**src/rtl/lcd8080_pkg.sv**
```systemverilog
// lcd8080_pkg: shared constants for the AHB to 8080 LCD bridge.
// Register indices, FSM states, CTRL fields, queue entry type.
package lcd8080_pkg;

  localparam logic [1:0] REG_CMD    = 2'd0;
  localparam logic [1:0] REG_DATA   = 2'd1;
  localparam logic [1:0] REG_CTRL   = 2'd2;
  localparam logic [1:0] REG_STATUS = 2'd3;

  localparam int CTRL_TWRL_LSB = 0;
  localparam int CTRL_TWRH_LSB = 4;
  localparam int CTRL_RST_BIT  = 8;
  localparam int CTRL_W        = 9;

  localparam logic [31:0] CTRL_RESET_DEF = 32'h0000_0011;

  typedef enum logic [1:0] {
    ST_IDLE,
    ST_SETUP,
    ST_WRL,
    ST_WRH
  } lcd_state_e;

  typedef struct packed {
    logic        rs;
    logic [15:0] db;
  } lcd_entry_t;

endpackage

```
**src/rtl/ahb_lcd8080_if.sv**
```systemverilog
// ahb_lcd8080_if: AHB-Lite slave port bundle (matrix side = master).
// Ports: HSEL/HREADY/HTRANS/HSIZE/HWRITE/HADDR/HWDATA in, HREADYOUT/HRESP/HRDATA out.
interface ahb_lcd8080_if;
  logic        HSEL;
  logic        HREADY;
  logic [1:0]  HTRANS;
  logic [2:0]  HSIZE;
  logic        HWRITE;
  logic [31:0] HADDR;
  logic [31:0] HWDATA;
  logic        HREADYOUT;
  logic        HRESP;
  logic [31:0] HRDATA;

  modport slave (
    input  HSEL, HREADY, HTRANS, HSIZE,
    input  HWRITE, HADDR, HWDATA,
    output HREADYOUT, HRESP, HRDATA
  );

  modport master (
    output HSEL, HREADY, HTRANS, HSIZE,
    output HWRITE, HADDR, HWDATA,
    input  HREADYOUT, HRESP, HRDATA
  );
endinterface

```
**src/rtl/lcd8080_fifo.sv**
```systemverilog
// lcd8080_fifo: synchronous FIFO, power-of-two depth, level counter.
// Ports: clk_i, rst_ni, push_i, pop_i, wdata_i, rdata_o, full_o, empty_o, level_o.
module lcd8080_fifo #(
  parameter int WIDTH = 17,
  parameter int DEPTH = 8,
  localparam int AW = $clog2(DEPTH),
  localparam int LW = AW + 1
) (
  input  logic             clk_i,
  input  logic             rst_ni,
  input  logic             push_i,
  input  logic             pop_i,
  input  logic [WIDTH-1:0] wdata_i,
  output logic [WIDTH-1:0] rdata_o,
  output logic             full_o,
  output logic             empty_o,
  output logic [LW-1:0]    level_o
);

  logic [WIDTH-1:0] mem_q [DEPTH];
  logic [AW-1:0]    wptr_q;
  logic [AW-1:0]    rptr_q;
  logic [LW-1:0]    level_q;
  logic             do_push;
  logic             do_pop;

  assign full_o  = (level_q == LW'(DEPTH));
  assign empty_o = (level_q == '0);
  assign level_o = level_q;
  assign rdata_o = mem_q[rptr_q];
  assign do_push = push_i && !full_o;
  assign do_pop  = pop_i && !empty_o;

  always_ff @(posedge clk_i) begin
    if (do_push) mem_q[wptr_q] <= wdata_i;
  end

  always_ff @(posedge clk_i or negedge rst_ni) begin
    if (!rst_ni) begin
      wptr_q  <= '0;
      rptr_q  <= '0;
      level_q <= '0;
    end else begin
      if (do_push) wptr_q <= wptr_q + AW'(1);
      if (do_pop)  rptr_q <= rptr_q + AW'(1);
      unique case ({do_push, do_pop})
        2'b10:   level_q <= level_q + LW'(1);
        2'b01:   level_q <= level_q - LW'(1);
        default: level_q <= level_q;
      endcase
    end
  end

endmodule

```
**src/rtl/ahb_lcd8080.sv**
```systemverilog
// ahb_lcd8080: AHB-Lite slave queuing CMD/DATA writes into 8080 write cycles.
// Ports: HCLK, HRESETn, ahb (slave bundle), LCD_CS_N/RS/WR_N/RD_N/RST_N, LCD_DB.
module ahb_lcd8080
  import lcd8080_pkg::*;
#(
  parameter int          FIFO_DEPTH = 8,
  parameter logic [31:0] CTRL_RESET = CTRL_RESET_DEF
) (
  input  logic         HCLK,
  input  logic         HRESETn,
  ahb_lcd8080_if.slave ahb,
  output logic         LCD_CS_N,
  output logic         LCD_RS,
  output logic         LCD_WR_N,
  output logic         LCD_RD_N,
  output logic         LCD_RST_N,
  output logic [15:0]  LCD_DB
);

  localparam int LW = $clog2(FIFO_DEPTH) + 1;

  logic              act_q, wr_q;
  logic [1:0]        idx_q;
  logic [CTRL_W-1:0] ctrl_q;
  logic              fifo_wr, push, pop;
  logic              full, empty, busy;
  logic [LW-1:0]     level;
  lcd_entry_t        wentry, rentry;
  lcd_state_e        state_q, state_d;
  logic [3:0]        cnt_q, cnt_d;
  logic [3:0]        twrl_q, twrl_d;
  logic [3:0]        twrh_q, twrh_d;
  logic              cs_n_q, cs_n_d;
  logic              rs_q, rs_d;
  logic              wr_n_q, wr_n_d;
  logic [15:0]       db_q, db_d;
  logic              unused_bus;

  assign unused_bus = ^{ahb.HSIZE, ahb.HADDR[31:4],
                        ahb.HADDR[1:0], ahb.HWDATA[31:16],
                        ahb.HTRANS[0]};

  always_ff @(posedge HCLK or negedge HRESETn) begin
    if (!HRESETn) begin
      act_q <= 1'b0;
      wr_q  <= 1'b0;
      idx_q <= '0;
    end else if (ahb.HREADY) begin
      act_q <= ahb.HSEL && ahb.HTRANS[1];
      wr_q  <= ahb.HWRITE;
      idx_q <= ahb.HADDR[3:2];
    end
  end

  // CMD and DATA are the two registers with idx[1]=0.
  assign fifo_wr = act_q && wr_q && !idx_q[1];
  assign push    = fifo_wr && !full;
  assign wentry  = '{rs: (idx_q == REG_DATA),
                     db: ahb.HWDATA[15:0]};

  assign ahb.HREADYOUT = !(fifo_wr && full);
  assign ahb.HRESP     = 1'b0;

  always_ff @(posedge HCLK or negedge HRESETn) begin
    if (!HRESETn) begin
      ctrl_q <= CTRL_RESET[CTRL_W-1:0];
    end else if (act_q && wr_q && idx_q == REG_CTRL) begin
      ctrl_q <= ahb.HWDATA[CTRL_W-1:0];
    end
  end

  assign busy = (state_q != ST_IDLE) || !empty;

  always_comb begin
    ahb.HRDATA = '0;
    if (act_q && !wr_q) begin
      unique case (1'b1)
        idx_q == REG_CTRL: ahb.HRDATA[CTRL_W-1:0] = ctrl_q;
        idx_q == REG_STATUS: begin
          ahb.HRDATA[0]    = busy;
          ahb.HRDATA[1]    = full;
          ahb.HRDATA[2]    = empty;
          ahb.HRDATA[12:8] = 5'(level);
        end
        default: ahb.HRDATA = '0;
      endcase
    end
  end

  lcd8080_fifo #(
    .WIDTH($bits(lcd_entry_t)),
    .DEPTH(FIFO_DEPTH)
  ) u_fifo (
    .clk_i   (HCLK),
    .rst_ni  (HRESETn),
    .push_i  (push),
    .pop_i   (pop),
    .wdata_i (wentry),
    .rdata_o (rentry),
    .full_o  (full),
    .empty_o (empty),
    .level_o (level)
  );

  always_ff @(posedge HCLK or negedge HRESETn) begin
    if (!HRESETn) begin
      state_q <= ST_IDLE;
      cnt_q   <= '0;
      twrl_q  <= '0;
      twrh_q  <= '0;
      cs_n_q  <= 1'b1;
      rs_q    <= 1'b0;
      wr_n_q  <= 1'b1;
      db_q    <= '0;
    end else begin
      state_q <= state_d;
      cnt_q   <= cnt_d;
      twrl_q  <= twrl_d;
      twrh_q  <= twrh_d;
      cs_n_q  <= cs_n_d;
      rs_q    <= rs_d;
      wr_n_q  <= wr_n_d;
      db_q    <= db_d;
    end
  end

  always_comb begin
    state_d = state_q;
    cnt_d   = cnt_q;
    twrl_d  = twrl_q;
    twrh_d  = twrh_q;
    cs_n_d  = cs_n_q;
    rs_d    = rs_q;
    wr_n_d  = wr_n_q;
    db_d    = db_q;
    pop     = 1'b0;
    unique case (state_q)
      ST_IDLE: pop = !empty;
      ST_SETUP: begin
        state_d = ST_WRL;
        wr_n_d  = 1'b0;
        cnt_d   = '0;
      end
      ST_WRL: begin
        if (cnt_q == twrl_q) begin
          state_d = ST_WRH;
          wr_n_d  = 1'b1;
          cnt_d   = '0;
        end else begin
          cnt_d = cnt_q + 4'd1;
        end
      end
      ST_WRH: begin
        if (cnt_q != twrh_q) begin
          cnt_d = cnt_q + 4'd1;
        end else if (!empty) begin
          pop = 1'b1;
        end else begin
          cs_n_d  = 1'b1;
          state_d = ST_IDLE;
        end
      end
    endcase
    // Timing is latched per entry so CTRL writes apply at the next pop.
    if (pop) begin
      state_d = ST_SETUP;
      cs_n_d  = 1'b0;
      rs_d    = rentry.rs;
      db_d    = rentry.db;
      twrl_d  = ctrl_q[CTRL_TWRL_LSB +: 4];
      twrh_d  = ctrl_q[CTRL_TWRH_LSB +: 4];
    end
  end

  assign LCD_CS_N  = cs_n_q;
  assign LCD_RS    = rs_q;
  assign LCD_WR_N  = wr_n_q;
  assign LCD_DB    = db_q;
  assign LCD_RD_N  = 1'b1;
  assign LCD_RST_N = ctrl_q[CTRL_RST_BIT];

endmodule

```
**src/flat_wrapper.sv**
```systemverilog
// flat-port wrapper written by rule: the top's interface ports become plain ports
module ahb_lcd8080_flat import lcd8080_pkg::*;
#(
  parameter int          FIFO_DEPTH = 8,
  parameter logic [31:0] CTRL_RESET = CTRL_RESET_DEF
)
  (HCLK, HRESETn, LCD_CS_N, LCD_RS, LCD_WR_N, LCD_RD_N, LCD_RST_N, LCD_DB, ahb_HSEL, ahb_HREADY, ahb_HTRANS, ahb_HSIZE, ahb_HWRITE, ahb_HADDR, ahb_HWDATA, ahb_HREADYOUT, ahb_HRESP, ahb_HRDATA);
  ahb_lcd8080_if ahb_i ();
  input  logic HCLK;
  input  logic HRESETn;
  output logic LCD_CS_N;
  output logic LCD_RS;
  output logic LCD_WR_N;
  output logic LCD_RD_N;
  output logic LCD_RST_N;
  output logic [15:0] LCD_DB;
  input wire logic [$bits(ahb_i.HSEL)-1:0] ahb_HSEL;
  input wire logic [$bits(ahb_i.HREADY)-1:0] ahb_HREADY;
  input wire logic [$bits(ahb_i.HTRANS)-1:0] ahb_HTRANS;
  input wire logic [$bits(ahb_i.HSIZE)-1:0] ahb_HSIZE;
  input wire logic [$bits(ahb_i.HWRITE)-1:0] ahb_HWRITE;
  input wire logic [$bits(ahb_i.HADDR)-1:0] ahb_HADDR;
  input wire logic [$bits(ahb_i.HWDATA)-1:0] ahb_HWDATA;
  output wire logic [$bits(ahb_i.HREADYOUT)-1:0] ahb_HREADYOUT;
  output wire logic [$bits(ahb_i.HRESP)-1:0] ahb_HRESP;
  output wire logic [$bits(ahb_i.HRDATA)-1:0] ahb_HRDATA;
  assign ahb_i.HSEL = ahb_HSEL;
  assign ahb_i.HREADY = ahb_HREADY;
  assign ahb_i.HTRANS = ahb_HTRANS;
  assign ahb_i.HSIZE = ahb_HSIZE;
  assign ahb_i.HWRITE = ahb_HWRITE;
  assign ahb_i.HADDR = ahb_HADDR;
  assign ahb_i.HWDATA = ahb_HWDATA;
  assign ahb_HREADYOUT = ahb_i.HREADYOUT;
  assign ahb_HRESP = ahb_i.HRESP;
  assign ahb_HRDATA = ahb_i.HRDATA;
  ahb_lcd8080 #(.FIFO_DEPTH(FIFO_DEPTH), .CTRL_RESET(CTRL_RESET)) u_core (.HCLK(HCLK), .HRESETn(HRESETn), .ahb(ahb_i), .LCD_CS_N(LCD_CS_N), .LCD_RS(LCD_RS), .LCD_WR_N(LCD_WR_N), .LCD_RD_N(LCD_RD_N), .LCD_RST_N(LCD_RST_N), .LCD_DB(LCD_DB));
endmodule
```
**config.mk**
```make
export PLATFORM = sky130hd
export DESIGN_NAME = ahb_lcd8080_flat
export DESIGN_NICKNAME = d
export VERILOG_FILES = /design/src/rtl/lcd8080_pkg.sv /design/src/rtl/ahb_lcd8080_if.sv /design/src/rtl/lcd8080_fifo.sv /design/src/rtl/ahb_lcd8080.sv /design/src/flat_wrapper.sv
export SDC_FILE = /design/constraint.sdc
export NUM_CORES = 1
export LEC_CHECK = 0
export CELL_PAD_IN_SITES_DETAIL_PLACEMENT = 2
export CELL_PAD_IN_SITES_GLOBAL_PLACEMENT = 2
export CORE_MARGIN = 2
export CORE_UTILIZATION = 43
export DETAILED_ROUTE_END_ITERATION = 12
export PLACE_DENSITY = 0.95
export SYNTH_ARGS = -nofsm -noshare
export SYNTH_HDL_FRONTEND = slang
export SYNTH_HIERARCHICAL = 1
export SYNTH_SLANG_ARGS = --single-unit
```
**constraint.sdc**
```tcl
create_clock -name HCLK -period 6.65 [get_ports HCLK]
set_clock_uncertainty 0.15 [all_clocks]
set_input_delay 1.6625 -clock HCLK [delete_from_list [all_inputs] [get_ports HCLK]]
set_output_delay 1.6625 -clock HCLK [all_outputs]
set_load 0.1 [all_outputs]
```
==> flow_metrics.tcl, run 1 <==
set metrics [dict create \
    start_util_pct 43.87 \
    drc 0 \
    path_max_fanout 8 \
    whs_ns 0.3619 \
    async_flop_share_pct 29.17 \
    vias_per_cell 5.646 \
    cts_sinks 192 \
    p_int_mw 2.756 \
    hold_violations 0 \
    vias 4342 \
    critical_path_arrival_ns 3.24 \
    critPathKind "register to output port" \
    finalWorstSetupSlack_ns 1.597 \
    drt_iter0_drc 275 \
    ys_seq_elements 192 \
    routed_wl_microns 21640 \
    synth_commonest_cells "136 x edfxtp_1, 52 x dfrtp_1, 49 x mux2_2" \
    grt_first_pass_wirelength_microns 32460 \
    slowest_delay_ns 1.16 \
    required_ns 4.84 \
    end_kind "output port" \
    p_sw_mw 1.756 \
    drive_gt1_share_pct 21.31 \
    rows 50 \
    maxSlewHeadroom_pct 19.69 \
    dp_hpwl_microns 13100 \
    diodes 0 \
    area_growth_pct 16.38 \
    synth_cells 456 \
    grt_use_total_pct 22.54 \
    synth_area_sq_mm 0.008205 \
    setup_violations 0 \
    grt_overflow 0 \
    dieArea_sq_mm 0.02020 \
    ios 129 \
    fmax_mhz 197.9 \
    synth_most_common_cell "edfxtp_1" \
    hold_class "register to register" \
    path_clk_slew_ns 0.06 \
    coreArea_sq_mm 0.01871 \
    gp_congestion 0.8045 \
    start_kind "register" \
    power.total_mw 4.512 \
    post_cts_resized 0 \
    peakVddDrop_v 0.0002763 \
    ant_nets 0 \
    synth_largest_area_cell "edfxtp_1" \
    slowest_stage "clkdlybuf4s50_1" \
    seq_area_frac_synth_pct 66.91 \
    die_x_microns 142.1 \
    wl_per_cell_microns 28.14 \
    p_leak_nw 3.463 \
    grt_use_met1_pct 26.36 \
    avgSynthCellArea_sq_um 17.99 \
    synth_edf_count 136 \
    dieHeight_microns 142.1 \
    ctsHtreeMaxLevel 4 \
    pre_cts_slack_ns 2.178 \
    path_cells "nor4_1, mux2i_1, nor2_1, clkdlybuf4s50_1" \
    cts_buffer_depth 2 \
    drv_slew 0 \
    power_frac_comb_pct 37.8 \
    met3_usage_pct 4.475 \
    tns_ns 0 \
    grt_max_degree 57 \
    period_minus_slack_ns 5.053 \
    cts_root_buf "clkbuf_16" \
    yosys.area.top_type_share_pct 49.77 \
    busiest_layer "met2" \
    cts_setup_buffers 0 \
    clkLatencyLatePin_ns 0.42 \
    finalCritPeriodShare_pct 75.98 \
    synthFlopType "edfxtp_1" \
    grt_pass1_vias 4991 \
    synthDistinctLibCells 51 \
    drt-pass1-iter-count 6 \
    antenna_found_initial 0 \
    ys_top_cells_by_area "edfxtp_1 50%, dfrtp_1 16%, mux4_1 7.7%" \
    use_met2_pct 41.37 \
    cts_tree "built" \
    cts_hold_buf 0 \
    sw_frac_of_total_pct 38.92 \
    numPortBuffers 56 \
    tightest_slew_ns 1.201 \
    power_density_mw_per_mm2 472.5 \
    maxCapViolations 0 \
    cts_made_buffers 17 \
    rsz0062_at_grt "no" \
    yosysWarnings 6 \
    nets 609 \
    clkPwrFrac_pct 23.8 \
    status "finished clean" \
    power.share.sequential_pct 38.3 \
]
## cells by family (layout without fill, tap and decap cells)
group,after synthesis,count (layout),synth area share (%)
buf+inv,50,109,4.056
xor+xnor,15,15,1.601
flops,192,192,66.91
simple gates,68,68,4.300
compound gates,20,20,1.799
other cells,2,22,0.09153
fa+ha+maj,13,13,2.074
mux,96,96,19.17
## final timing paths
path | from | to | slack, ns | cells after the start
max | u_core/u_fifo/level_o[0] | ahb_HRDATA[2] | 1.60 | 4
min | u_core/LCD_CS_N | u_core/LCD_CS_N | 0.36 | 2
max reg2reg | u_core/u_fifo/level_o[0] | u_core/u_fifo/level_o[3] | 2.16 | 11
min reg2reg | u_core/LCD_CS_N | u_core/LCD_CS_N | 0.36 | 2
max in group asynchronous | HRESETn | u_core/u_fifo/rptr_q[0] | 4.52 | 2
min in group asynchronous | HRESETn | u_core/ctrl_q[7] | 1.26 | 2
## state kept, by name (all words and copies together), names as in the netlist
| register | cells |
|---|---|
| u_core/u_fifo/wptr_q | 3 |
| u_core/u_fifo/mem_q | 136 |
| u_core/wr_q | 1 |
| u_core/cnt_q | 4 |
| u_core/act_q | 1 |
| u_core/state_q | 2 |
| u_core/LCD_WR_N | 1 |
| u_core/LCD_DB | 16 |
| u_core/ctrl_q | 9 |
| u_core/LCD_RS | 1 |
| u_core/idx_q | 2 |
| u_core/LCD_CS_N | 1 |
| u_core/twrh_q | 4 |
| u_core/u_fifo/level_o | 4 |
| u_core/twrl_q | 4 |
| u_core/u_fifo/rptr_q | 3 |
## metal layers
| metal | share of wire, % | vias up |
|---|---|---|
| li1 | - | 1852 |
| met1 | 39 | 2348 |
| met2 | 55 | 113 |
| met3 | 3.6 | 29 |
| met4 | 2.3 | 0 |
| met5 | 0 | - |
## cell usage in the layout, fill, tap and decap left out, types with 3 or more instances in the layout
cell / netlist / final
and2_1: 5 / 5
and3_1: 4 / 4
buf_4: 24 / 9
bufinv_16: 0 / 4
clkbuf_1: 1 / 3
clkbuf_16: 0 / 17
clkdlybuf4s50_1: 0 / 55
conb_1: 2 / 22
dfrtp_1: 52 / 51
dfstp_2: 4 / 4
edfxtp_1: 136 / 136
ha_1: 12 / 12
inv_1: 12 / 12
mux2_2: 49 / 49
mux2_4: 7 / 7
mux2i_1: 6 / 6
mux4_1: 24 / 24
mux4_2: 10 / 10
nand2_1: 14 / 14
nand2b_1: 5 / 5
nand3_1: 6 / 6
nor2_1: 17 / 17
nor3_1: 5 / 3
nor3b_1: 3 / 3
o21ai_0: 5 / 5
xnor2_1: 10 / 10
xor2_1: 5 / 5
## final cells by class
cell class                 instances  area [sq um]
clock buffer                      20         436.7
clock inverter                    12         180.2
multi-input combinational        234          2480
tap                              234         292.8
fill                            1628          9156
sequential                       192          5492
timing repair buffer              65         623.1
inverter                          12         45.04
## stage by stage
stage	cell area, sq um	instances	utilization (%)
finish	9549	769	51.05
detailed placement	8932	737	47.75
global route	9549	769	51.05
global placement	8932	737	47.75
floorplan	8280	476	-
CTS	9549	769	51.05
## critical path, delay by kind of cell, from the launching register on
family	cells	cell delay, ns
AND/OR/NAND/NOR	2	0.99
flip-flops	1	0.49
buffers and inverters	1	1.16
multiplexers	1	0.17
## power groups by stage
stage	Clock [mW]	Combinational, mW	Sequential, mW
final	1.08	1.71	1.73
after global routing	1.13	1.78	1.76
after CTS	1.09	1.71	1.74
after detailed placement	0	1.66	1.75
after global placement	0	1.54	1.71
after floorplan	0	0.946	2.03
No activity file was read; power rests on OpenSTA's default activity.
==> run 2, diff against run 1 <==
--- a/config.mk
+++ b/config.mk
@@ -8,9 +8,9 @@
 export CELL_PAD_IN_SITES_DETAIL_PLACEMENT = 2
 export CELL_PAD_IN_SITES_GLOBAL_PLACEMENT = 2
 export CORE_MARGIN = 2
-export CORE_UTILIZATION = 43
+export CORE_UTILIZATION = 39
 export DETAILED_ROUTE_END_ITERATION = 12
-export PLACE_DENSITY = 0.95
+export PLACE_DENSITY = 0.89
 export SYNTH_ARGS = -nofsm -noshare
 export SYNTH_HDL_FRONTEND = slang
 export SYNTH_HIERARCHICAL = 1
==> constraint.sdc (replaced) <==
create_clock -name HCLK -period 5.1 [get_ports HCLK]
set_clock_uncertainty 0.15 [all_clocks]
set_input_delay 1.275 -clock HCLK [delete_from_list [all_inputs] [get_ports HCLK]]
set_output_delay 1.275 -clock HCLK [all_outputs]
set_load 0.1 [all_outputs]
==> flow_metrics.tcl, run 2 (synthesis results as in run 1) <==
set metrics [dict create \
    status "finished clean" \
    path_max_fanout 8 \
    pre_cts_slack_ns 0.7948 \
    tightest_slew_ns 1.269 \
    antenna_found_initial 0 \
    tns_ns 0 \
    finalCritPeriodShare_pct 87.85 \
    finalWorstSetupSlack_ns 0.6196 \
    maxCapViolations 0 \
    p_leak_nw 3.459 \
    drv_slew 0 \
    required_ns 3.67 \
    cts_sinks 192 \
    cts_made_buffers 17 \
    vias 4286 \
    ctsHtreeMaxLevel 4 \
    cts_hold_buf 0 \
    hold_violations 0 \
    maxSlewHeadroom_pct 15.12 \
    rows 53 \
    dieHeight_microns 149.1 \
    drt_iter0_drc 220 \
    die_x_microns 149.1 \
    numPortBuffers 56 \
    vias_per_cell 5.291 \
    start_util_pct 39.41 \
    placed_cells 778 \
    r2r_slack_ns 0.67 \
    fmax_mhz 223.2 \
    drt-pass1-iter-count 4 \
    reg2reg_to "u_core/u_fifo/level_o[3]" \
    grt_overflow 0 \
    setup_violations 0 \
    r2r-start "u_core/u_fifo/level_o[0]" \
    cts_setup_buffers 0 \
    final_common_cell "edfxtp_1" \
    grt_max_degree 37 \
    hold_class "register to register" \
    min-delay-start "u_core/LCD_DB[6]" \
    wl_per_cell_microns 25.26 \
    largest_reg_flops 136 \
    dieArea_sq_mm 0.02222 \
    dp_hpwl_microns 13230 \
    ant_nets 0 \
    peakVddDrop_v 0.0002338 \
    holdPathEnd "u_core/LCD_DB[6]" \
    crit_start "u_core/u_fifo/level_o[0]" \
    end_kind "output port" \
    drc 0 \
    grt_use_total_pct 19.52 \
    min_delay_path_depth 1 \
    grt_pass1_vias 4864 \
    period_minus_slack_ns 4.480 \
    grt_first_pass_wirelength_microns 30980 \
    regMostFlops "u_core/u_fifo/mem_q" \
    rr_worst_depth 11 \
    coreArea_sq_mm 0.02082 \
    nets 609 \
    rsz0062_at_grt "no" \
    cts_tree "built" \
    clkLatencyLatePin_ns 0.44 \
    path_clk_slew_ns 0.07 \
    final_cell_mix "136 x edfxtp_1, 53 x clkdlybuf4s50_1, 51 x dfrtp_1" \
    diodes 0 \
    start_kind "register" \
    stdcell_count 810 \
    cts_buffer_depth 2 \
    post_cts_resized 0 \
    gp_congestion 0.7107 \
    critPathKind "register to output port" \
    power_density_mw_per_mm2 600.6 \
    routed_wl_microns 20460 \
    area_growth_pct 16.50 \
    ios 129 \
    cts_root_buf "clkbuf_16" \
    critical_path_arrival_ns 3.06 \
    drive_gt1_share_pct 22.43 \
]
[run 2: cell count changes in the layout (fill, tap and decap cells not counted), sizes merged]
cell	previous run	this run
clkinvlp	2	1
bufinv	4	1
buf	10	12
clkinv	3	4
inv	15	18
clkdlybuf4s50	55	53
[run 2: critical path, cell delays in order, from the launching register on]
cell             delay (ns)
dfrtp_1                0.49
nor4_1                 0.90
a311oi_1               0.19
clkdlybuf4s50_1        1.03
[run 2: worst max-delay path by stage]
stage / to / slack, ns / cells past startpoint
floorplan: ahb_HRDATA[0] / 0.55 / 3
global placement: u_core/u_fifo/level_o[3] / 1.22 / 11
detailed placement: u_core/u_fifo/level_o[3] / 0.79 / 11
CTS: ahb_HRDATA[7] / 0.60 / 5
global route: u_core/u_fifo/level_o[3] / 0.48 / 11
finish: ahb_HRDATA[0] / 0.62 / 3
[run 2: stage by stage]
| stage | hold slack [ns] | power [mW] | util (%) | cell area (sq um) |
|---|---|---|---|---|
| global placement | 0.3346 | 4.257 | 43.12 | 8979 |
| floorplan | 0.3346 | 3.884 | - | 8280 |
| global route | 0.3883 | 5.987 | 45.91 | 9559 |
| finish | 0.3572 | 5.741 | 45.91 | 9559 |
| CTS | 0.3636 | 5.795 | 45.91 | 9559 |
| detailed placement | 0.3477 | 4.454 | 43.12 | 8979 |
[run 2: power by group]
group / switching, mW / leakage (nW) / total [mW] / internal, mW
combinational: 1.35 / 1.28 / 2.20 / 0.856
clock: 0.597 / 0.284 / 1.31 / 0.712
sequential: 0.321 / 1.89 / 2.23 / 1.91
total: 2.26 / 3.46 / 5.74 / 3.48
[run 2: metal layers]
layer  track usage (%)  part of all wire (%)
met1             23.32                    41
met2             35.14                    54
met3             3.058                   2.4
met4             8.143                   2.8
met5                 0                     0
[run 2: cell type report]
type / instances / area, sq um
clock buffer: 20 / 456.7
clock inverter: 12 / 123.9
fill: 1911 / 11260
inverter: 12 / 45.04
multi-input combinational: 234 / 2480
sequential: 192 / 5492
tap: 275 / 344.1
timing repair buffer: 65 / 618.1
==> run 3, diff against run 2 <==
--- a/config.mk
+++ b/config.mk
@@ -8,9 +8,10 @@
 export CELL_PAD_IN_SITES_DETAIL_PLACEMENT = 2
 export CELL_PAD_IN_SITES_GLOBAL_PLACEMENT = 2
 export CORE_MARGIN = 2
-export CORE_UTILIZATION = 39
+export CORE_UTILIZATION = 46
 export DETAILED_ROUTE_END_ITERATION = 12
-export PLACE_DENSITY = 0.89
+export DONT_BUFFER_PORTS = 1
+export PLACE_DENSITY = 0.88
 export SYNTH_ARGS = -nofsm -noshare
 export SYNTH_HDL_FRONTEND = slang
 export SYNTH_HIERARCHICAL = 1
==> flow_metrics.tcl, run 3 (synthesis results as in run 1) <==
set metrics [dict create \
    design_area_sq_mm 0.009050 \
    fmax_mhz 245.0 \
    critical_path_arrival_ns 2.66 \
    hold_class "register to register" \
    ctsHtreeMaxLevel 4 \
    drt-pass1-iter-count 6 \
    drt_iter0_drc 238 \
    cts_root_buf "clkbuf_16" \
    grt_max_degree 57 \
    cts_made_buffers 17 \
    numPortBuffers 0 \
    power.total_mw 5.683 \
    ant_nets 0 \
    peakVddDrop_v 0.0003590 \
    cts_tree "built" \
    dp_hpwl_microns 12340 \
    gp_congestion 0.7807 \
    rr_worst_depth 12 \
    grt_pass1_vias 4674 \
    hold_violations 0 \
    tns_ns 0 \
    area_growth_pct 10.29 \
    p_leak_nw 3.285 \
    ios 129 \
    finalCritPeriodShare_pct 80.02 \
    slowest_stage "and2_1" \
    use_met2_pct 41.29 \
    critPathKind "register to output port" \
    final_cell_mix "136 x edfxtp_1, 51 x dfrtp_1, 49 x mux2_2" \
    post_cts_resized 0 \
    pre_cts_slack_ns 1.277 \
    wl_per_cell_microns 28.91 \
    cp_top_family "simple AND/OR/NAND/NOR gates" \
    die_x_microns 137.6 \
    grt_first_pass_wirelength_microns 30910 \
    rows 48 \
    cp.depth 4 \
    maxCapViolations 0 \
    period_minus_slack_ns 4.081 \
    cts_sinks 192 \
    maxSlewHeadroom_pct 19.13 \
    final_common_cell "edfxtp_1" \
    busiest_layer "met2" \
    start_kind "register" \
    routed_wl_microns 20440 \
    fillers 1505 \
    power_density_mw_per_mm2 627.9 \
    status "finished clean" \
    cts_buffer_depth 2 \
    regMostFlops "u_core/u_fifo/mem_q" \
    vias 4143 \
    dieArea_sq_mm 0.01892 \
    rsz0062_at_grt "no" \
    dpl_cell_area_sq_mm 0.008413 \
    drive_gt1_share_pct 25.52 \
    dieHeight_microns 137.6 \
    grt_use_met1_pct 29.01 \
    cts_hold_buf 0 \
    cts_setup_buffers 0 \
    nets 556 \
    clkLatencyLatePin_ns 0.43 \
    end_kind "output port" \
    met3_usage_pct 5.372 \
    slowest_delay_ns 0.87 \
    tightest_slew_ns 1.209 \
    finalWorstSetupSlack_ns 1.019 \
    path_clk_slew_ns 0.07 \
    path_max_fanout 6 \
    vias_per_cell 5.860 \
    antenna_found_initial 0 \
    setup_violations 0 \
    drc 0 \
    grt_overflow 0 \
    timing.critical_path.buf_inv 0 \
    min_delay_path_depth 1 \
    path_cells "nand2_1, or2_2, nor2_1, and2_1" \
    largest_reg_flops 136 \
    drv_slew 0 \
    start_util_pct 47.28 \
    required_ns 3.67 \
    coreArea_sq_mm 0.01736 \
    diodes 0 \
    grt_use_total_pct 23.30 \
]
[run 3: worst register-to-register path, stage by stage, from the launching register on]
cell	delay [ns]
dfrtp_1	0.47
nor4_1	0.32
buf_4	0.21
nor2_1	0.08
and3_1	0.17
a22o_1	0.24
o41ai_1	0.17
inv_1	0.23
ha_1	0.36
ha_1	0.38
or4b_2	0.69
o311ai_0	0.17
o211ai_1	0.15
[run 3: where the power goes]
group	internal (mW)	switching [mW]
combinational	0.719	0.724
clock	0.851	0.589
sequential	1.90	0.900
[run 3: final timing paths]
check                                         startpoint                        to  slack, ns
worst max-delay path                     u_core/idx_q[1]             ahb_HRDATA[5]       1.02
worst min-delay path             u_core/u_fifo/wptr_q[0]   u_core/u_fifo/wptr_q[0]       0.38
worst max register to register  u_core/u_fifo/level_o[0]  u_core/u_fifo/level_o[3]       1.17
worst min register to register   u_core/u_fifo/wptr_q[0]   u_core/u_fifo/wptr_q[0]       0.38
max in group asynchronous                        HRESETn          u_core/ctrl_q[0]       4.22
min in group asynchronous                        HRESETn           u_core/cnt_q[2]       0.39
[run 3: cell type report]
cell class                 count  area, sq um  area share (%)
sequential                   192         5492           60.68
multi-input combinational    234         2505           27.68
clock buffer                  20        456.7           5.046
tap                          225        281.5           3.111
clock inverter                12        180.2           1.991
timing repair buffer          12        90.09          0.9954
inverter                      12        45.04          0.4977
[run 3: layer usage]
metal	share of wire (%)	vias to the layer above	wire (microns)
li1	-	1751	-
met1	41	2241	8337
met2	53	134	10810
met3	5.1	17	1050
met4	1.2	0	237
met5	0	-	0
[run 3: stage by stage]
step	hold slack (ns)	utilization, %	std cells
after global routing	0.3595	52.14	707
after detailed placement	0.3696	48.47	675
after global placement	0.3525	48.47	675
after floorplan	0.3346	-	476
after CTS	0.3621	52.14	707
final	0.3836	52.14	707
